`src/rtl/des_cbc_host.sv`:
```
// des_cbc_host: host-side initiator for the DES core block handshake.
// It takes one 64-bit block from the upstream stream and applies CBC chaining
// if that mode is selected. It issues the block to the core and waits for the
// core's result strobe, with a timeout. It then returns the result downstream
// with an error code. Only one block is in flight at a time.
//
// state | meaning
// IDLE  | ready for an upstream block
// ISSUE | presenting the block to the core until it accepts
// WAIT  | waiting for the core result, error strobe or timeout
// HOLD  | presenting the result downstream until it is taken

module des_cbc_host #(
    parameter int TIMEOUT = 64
) (
    input  logic        clk_in,
    input  logic        rst_in,
    input  logic [63:0] key_in,
    input  logic [63:0] iv_in,
    input  logic        mode_in,
    input  logic        verify_in,
    input  logic        cbc_en_in,
    input  logic [63:0] s_data_in,
    input  logic        s_first_in,
    input  logic        s_valid_in,
    output logic        s_ready_out,
    output logic [63:0] m_data_out,
    output logic [1:0]  m_err_out,
    output logic        m_valid_out,
    input  logic        m_ready_in,
    output logic [63:0] des_data_out,
    output logic [63:0] des_key_out,
    output logic        des_mode_out,
    output logic        des_verify_out,
    output logic        des_valid_out,
    input  logic        des_ready_in,
    input  logic [63:0] des_result_in,
    input  logic        des_result_valid_in,
    input  logic        des_err_in,
    output logic        busy_out
);

    localparam int CW = (TIMEOUT > 1) ? $clog2(TIMEOUT) : 1;
    localparam logic [CW-1:0] CNT_LAST = CW'(TIMEOUT - 1);

    localparam logic [1:0] ERR_OK      = 2'b00;
    localparam logic [1:0] ERR_KEY     = 2'b01;
    localparam logic [1:0] ERR_TIMEOUT = 2'b10;

    typedef enum logic [1:0] {
        IDLE  = 2'd0,
        ISSUE = 2'd1,
        WAIT  = 2'd2,
        HOLD  = 2'd3
    } state_t;

    state_t        state_q;
    logic [63:0]   key_q;
    logic          mode_q;
    logic          verify_q;
    logic          cbc_q;
    logic [63:0]   chain_q;
    logic [63:0]   in_save_q;
    logic [63:0]   core_data_q;
    logic [63:0]   m_data_q;
    logic [1:0]    m_err_q;
    logic          m_valid_q;
    logic          des_valid_q;
    logic          busy_q;
    logic [CW-1:0] cnt_q;

    // A first block must chain and whiten with its own new IV/config, not the stale values
    logic [63:0] chain_sel;
    logic        cbc_sel;
    logic        mode_sel;

    // Select the chaining context that applies to the block being accepted
    always_comb begin
        chain_sel = chain_q;
        cbc_sel   = cbc_q;
        mode_sel  = mode_q;
        if (s_first_in) begin
            chain_sel = iv_in;
            cbc_sel   = cbc_en_in;
            mode_sel  = mode_in;
        end
    end

    // Block sequencing: accept, issue to core, wait for result/timeout, hold for downstream
    always_ff @(posedge clk_in or posedge rst_in) begin
        if (rst_in) begin
            state_q     <= IDLE;
            key_q       <= '0;
            mode_q      <= 1'b0;
            verify_q    <= 1'b0;
            cbc_q       <= 1'b0;
            chain_q     <= '0;
            in_save_q   <= '0;
            core_data_q <= '0;
            m_data_q    <= '0;
            m_err_q     <= ERR_OK;
            m_valid_q   <= 1'b0;
            des_valid_q <= 1'b0;
            busy_q      <= 1'b0;
            cnt_q       <= '0;
        end else begin
            case (state_q)
                IDLE: begin
                    if (s_valid_in) begin
                        if (s_first_in) begin
                            key_q    <= key_in;
                            mode_q   <= mode_in;
                            verify_q <= verify_in;
                            cbc_q    <= cbc_en_in;
                            chain_q  <= iv_in;
                        end
                        core_data_q <= (cbc_sel && !mode_sel) ? (s_data_in ^ chain_sel) : s_data_in;
                        in_save_q   <= s_data_in;
                        des_valid_q <= 1'b1;
                        busy_q      <= 1'b1;
                        state_q     <= ISSUE;
                    end
                end
                ISSUE: begin
                    if (des_ready_in) begin
                        des_valid_q <= 1'b0;
                        cnt_q       <= '0;
                        state_q     <= WAIT;
                    end
                end
                WAIT: begin
                    if (des_err_in) begin
                        m_data_q  <= '0;
                        m_err_q   <= ERR_KEY;
                        m_valid_q <= 1'b1;
                        state_q   <= HOLD;
                    end else if (des_result_valid_in) begin
                        m_err_q   <= ERR_OK;
                        m_valid_q <= 1'b1;
                        state_q   <= HOLD;
                        if (!mode_q) begin
                            m_data_q <= des_result_in;
                            chain_q  <= des_result_in;
                        end else if (cbc_q) begin
                            m_data_q <= des_result_in ^ chain_q;
                            chain_q  <= in_save_q;
                        end else begin
                            m_data_q <= des_result_in;
                        end
                    end else if (cnt_q == CNT_LAST) begin
                        m_data_q  <= '0;
                        m_err_q   <= ERR_TIMEOUT;
                        m_valid_q <= 1'b1;
                        state_q   <= HOLD;
                    end else begin
                        cnt_q <= cnt_q + CW'(1);
                    end
                end
                HOLD: begin
                    if (m_ready_in) begin
                        m_valid_q <= 1'b0;
                        busy_q    <= 1'b0;
                        state_q   <= IDLE;
                    end
                end
                default: state_q <= IDLE;
            endcase
        end
    end

    // Ready is gated by reset so it reads low while reset is held and high in the first IDLE cycle after
    assign s_ready_out    = (state_q == IDLE) && !rst_in;
    assign m_data_out     = m_data_q;
    assign m_err_out      = m_err_q;
    assign m_valid_out    = m_valid_q;
    assign des_data_out   = core_data_q;
    assign des_key_out    = key_q;
    assign des_mode_out   = mode_q;
    assign des_verify_out = verify_q;
    assign des_valid_out  = des_valid_q;
    assign busy_out       = busy_q;

endmodule

```
`config.mk`:
```
export PLATFORM = sky130hd
export DESIGN_NAME = des_cbc_host
export DESIGN_NICKNAME = d
export VERILOG_FILES = /design/src/rtl/des_cbc_host.sv
export SDC_FILE = /design/constraint.sdc
export NUM_CORES = 1
export LEC_CHECK = 0
export BUFFER_PORTS_ARGS = -buffer_cell sky130_fd_sc_hd__buf_4
export CAP_MARGIN = 20
export CORE_MARGIN = 2
export CORE_UTILIZATION = 35
export CTS_BUF_LIST = sky130_fd_sc_hd__clkbuf_2 sky130_fd_sc_hd__clkbuf_4 sky130_fd_sc_hd__clkbuf_8
export DETAILED_ROUTE_END_ITERATION = 12
export SETUP_SLACK_MARGIN = 0.5
export SYNTH_ARGS = -nofsm -noshare
export SYNTH_HDL_FRONTEND = slang
export SYNTH_SLANG_ARGS = --single-unit
```
`constraint.sdc`:
```
create_clock -name clk_in -period 31.9 [get_ports clk_in]
set_input_delay 3.19 -clock clk_in [delete_from_list [all_inputs] [get_ports clk_in]]
set_output_delay 3.19 -clock clk_in [all_outputs]
set_load 0.05 [all_outputs]
```
# Yosys cells after proc, flatten, opt, wreduce, memory -nomap -nowiden
# Cells that the tools add are included.
[totals]
elab_cells = 89
out_inout_bits = 200
reg_bits = 336
[op_classes]
n_eq_ne = 13
n_bitwise = 2
n_mux = 39
addsub = 1
reduce_logical = 20
[ops]
columns = ["cell", "count"]
rows = [
  ["two-way mux 64 bit", 12],
  ["case mux 64 bit (2 select lines)", 1],
  ["XOR 64 bit", 2],
  ["two-way mux 6 bit", 4],
  ["two-way mux 2 bit", 9],
  ["!= test 2 bit (second input constant)", 7],
  ["case mux 6 bit (2 select lines)", 1],
  ["AND reduction 3 bit", 4],
  ["AND reduction 5 bit", 2],
  ["nonzero test 2 bit", 5],
  ["two-way mux 1 bit", 8],
  ["case mux 2 bit (4 select lines)", 1],
  ["adder 6 x 1 -> 6 bit (second input constant)", 1],
  ["equality test 6 bit (second input constant)", 1],
  ["case mux 1 bit (2 select lines)", 3],
  ["equality test 2 bit (second input constant)", 2],
  ["!= test 4 bit (second input constant)", 1],
  ["AND reduction 2 bit", 2],
  ["AND reduction 4 bit", 1],
  ["!= test 3 bit (second input constant)", 1],
  ["nonzero test 3 bit", 1],
  ["equality test 2 x 1 -> 1 bit (second input constant)", 1],
  ["logical AND 1 bit", 2],
  ["zero test 1 bit", 2],
  ["zero test 2 bit", 1],
]

# Longest topological paths before layout
[depth]
word_depth = 5
ltp_mapped = 9
mapped_depth_nobuf = 6

# Worst setup path before layout
# No wires, ideal clock.
[synth_timing]
path_type = "input-to-output"
from = "in rst_in"
to = "out s_ready_out"
path_buffers = 0
required_time_ns = 28.710
path_stages = 1
t_arrival_ns = 3.879
path_slack_ns = 24.831
path_cell_list = "nor2b_1"
[synth_between]
elab_chain_len = 2
[synth_lines]
columns = ["element", "line", "source"]
rows = [
  ["start, declared", "17", "input logic rst_in,"],
  ["zero test 1 bit", "172", "assign s_ready_out = (state_q == IDLE) && !rst_in;"],
  ["logical AND 1 bit", "172", ""],
  ["end, declared", "26", "output logic s_ready_out,"],
]
# Every way passes these cells.

# Worst setup path after layout
# Ends and elaborated chain as after synthesis.

==> flow_summary.ini <==
[synthesis]
synth_flop_cell = dfrtp_1
yosysUniqueCellTypes = 43
synth-seq-area-share = 0.4954
yosys_warnings = 0
syn-cell-area_sq_um = 16970
synth_area_leaders = dfrtp_1, nand2_1, mux2_2, mux2_1, a21oi_1
yosys.area.top_type = dfrtp_1
synthCells = 1700
synth_top_area_share = 0.4954
synth_fp_nets = 1973
synth_edf_count = 0
synthArstFlopShare = 1.000
ys_seq_elements = 336
syn_avg_cell_area_sq_um = 9.985

[finish]
area_delta_synth_final_pct = 30.89
drive_above_1_share = 0.3134
layout.cells.most_common = buf_4
mostFrequentLayoutCells = buf_4, nand2_1, dfrtp_1, a21oi_1, clkbuf_8
fin_nets = 2394
design_area_sq_um = 22220
utilization = 0.4644

[clock_tree]
clk_pin_slew_ns = 0.06
cts_tree = yes
ctsHoldBuffers = 0
numCtsBuffers = 60
cts_resized = 0
cts_buffer_depth = 3
cts_setup_buffers = 0
clock_latency_ns = 0.69
clkSinkCount = 336
h-tree-depth = 2
cts_root_buf = clkbuf_8

[critical_path]
path_max_fanout = 2
arrival_ns = 3.66
rrSetupSlack_ns = 28.50
cp.required_ns = 28.71
crit_type = in2out
crit_path_start_kind = input port
endpoint_kind = output pin

[sta]
setup_violations = 0
setup_tns_ns = 0
worst_hold_slack_ns = 0.4745
rsz0062_at_grt = false
relSlewSlack = 0.3508
fin_crit_sh = 0.2147
fin_crit_ns = 6.849
worstMarginPinSlew_ns = 0.9738
final_max_slew_viol_count = 0
final.setup.worst_slack_ns = 25.05
max_freq_ghz = 0.1460
finalHoldViolations = 0
skew_ns = 0.04281

[power]
peakVddDrop_uv = 68.63
leakage_nw = 10.28
p_per_area_nw_per_um2 = 114.0

[drt]
wl_per_cell_um = 19.98
dr.pass1.iters = 5
wl_mm = 55.66
num_vias = 14180
drc = 0
via_per_inst = 5.091
drtAntennaViolNets = 0
drt_iter0_drc = 803

[global_routing]
grt_pass1_wl_mm = 85.23
grt_pass1_vias = 14700
grt_max_degree = 123
grtUsageTotal = 0.2182
antenna_found_initial = 2
gr-total-overflow = 0

[place]
gp_congestion = 0.8040
portBuffers = 466
postPlaceCellArea_sq_um = 20900
hpwl_mm = 35.35
dp_slack_ns = 25.05

[floorplan]
dieArea_sq_um = 50270
start_util = 0.3548
ios = 467
core_sq_um = 47850
die_x_um = 224.2
row_count = 80
die_height_um = 224.2

[outcome]
status = finished clean

[job]
cap_viol_max_count = 0

[min_path]
hp-class = reg2reg
-- cell usage after synthesis (all sizes together), types with 2 or more instances --
library cell and instances:
a31oi 2, a211oi 64, nor2b 66, or3 2, a2bb2oi 2, ha 6, o21ai 69, nand3 4
mux2i 65, o41ai 2, mux2 132, nand2b 67, a21oi 131, a22o 3, dfrtp 336, xor2 64
inv 7, and2 4, nor2 5, nand2 398, nand4 3, o221ai 65, clkbuf 96, xnor2 64
buf 32
-- critical path, stage by stage --
cell	delay [ns]
buf_4	0.13
nor2b_1	0.12
buf_4	0.21
-- where the power goes --
group          switching [W]  internal, W  leakage, nW
Combinational       0.000874     0.000436         5.48
Clock               0.000194     0.000248        0.706
Sequential          0.000144     0.000637         4.09
Total                0.00121      0.00132         10.3
-- cell type report --
class,count,area (sq um)
fillers,4582,25630
flip-flops and latches,336,8412
repair buffers,487,3669
inverters,7,38.79
clock buffers,97,1210
diodes,1,2.502
multi-input cells,1229,8006
clock inverters,14,110.1
well taps,615,769.5
-- layer usage --
metal,up-vias,track usage,wire [um]
met5,-,0,0
met4,0,0.06494,1402
met3,91,0.06453,4087
met2,425,0.3631,26620
met1,6977,0.2746,23550
li1,6691,-,-
-- state kept, by name (all words and copies together), names as in the netlist --
signal          flops
chain_q            64
des_data_out       64
des_key_out        64
in_save_q          64
m_data_out         64
cnt_q               6
m_err_out           2
state_q             2
busy_out            1
cbc_q               1
des_mode_out        1
des_valid_out       1
des_verify_out      1
m_valid_out         1
-- metrics by stage --
step,std cells,power (W)
finish,2786,0.002533
global route,2786,0.002689
CTS,2785,0.002558
detailed placement,2674,0.002108
global placement,2673,0.002078
floorplan,1700,0.001698
-- worst paths after layout --
kind | start | end | cells past startpoint
max | rst_in | s_ready_out | 3
min in group asynchronous | rst_in | des_key_out[41] | 2
min | in_save_q[18] | in_save_q[18] | 2
max reg2reg | des_mode_out | m_data_out[63] | 6
min reg2reg | in_save_q[18] | in_save_q[18] | 2
max in group asynchronous | rst_in | chain_q[14] | 4
-- cells by family after synthesis --
family | synth area share
and+or+nand+nor | 0.1443
muxes | 0.1259
DFF | 0.4954
buffers and inverters | 0.03531
AOI/OAI and AO/OA | 0.1286
xor gates and xnor gates | 0.06605
adders and majority gates | 0.004423
Power figures use the tool's default switching activity.
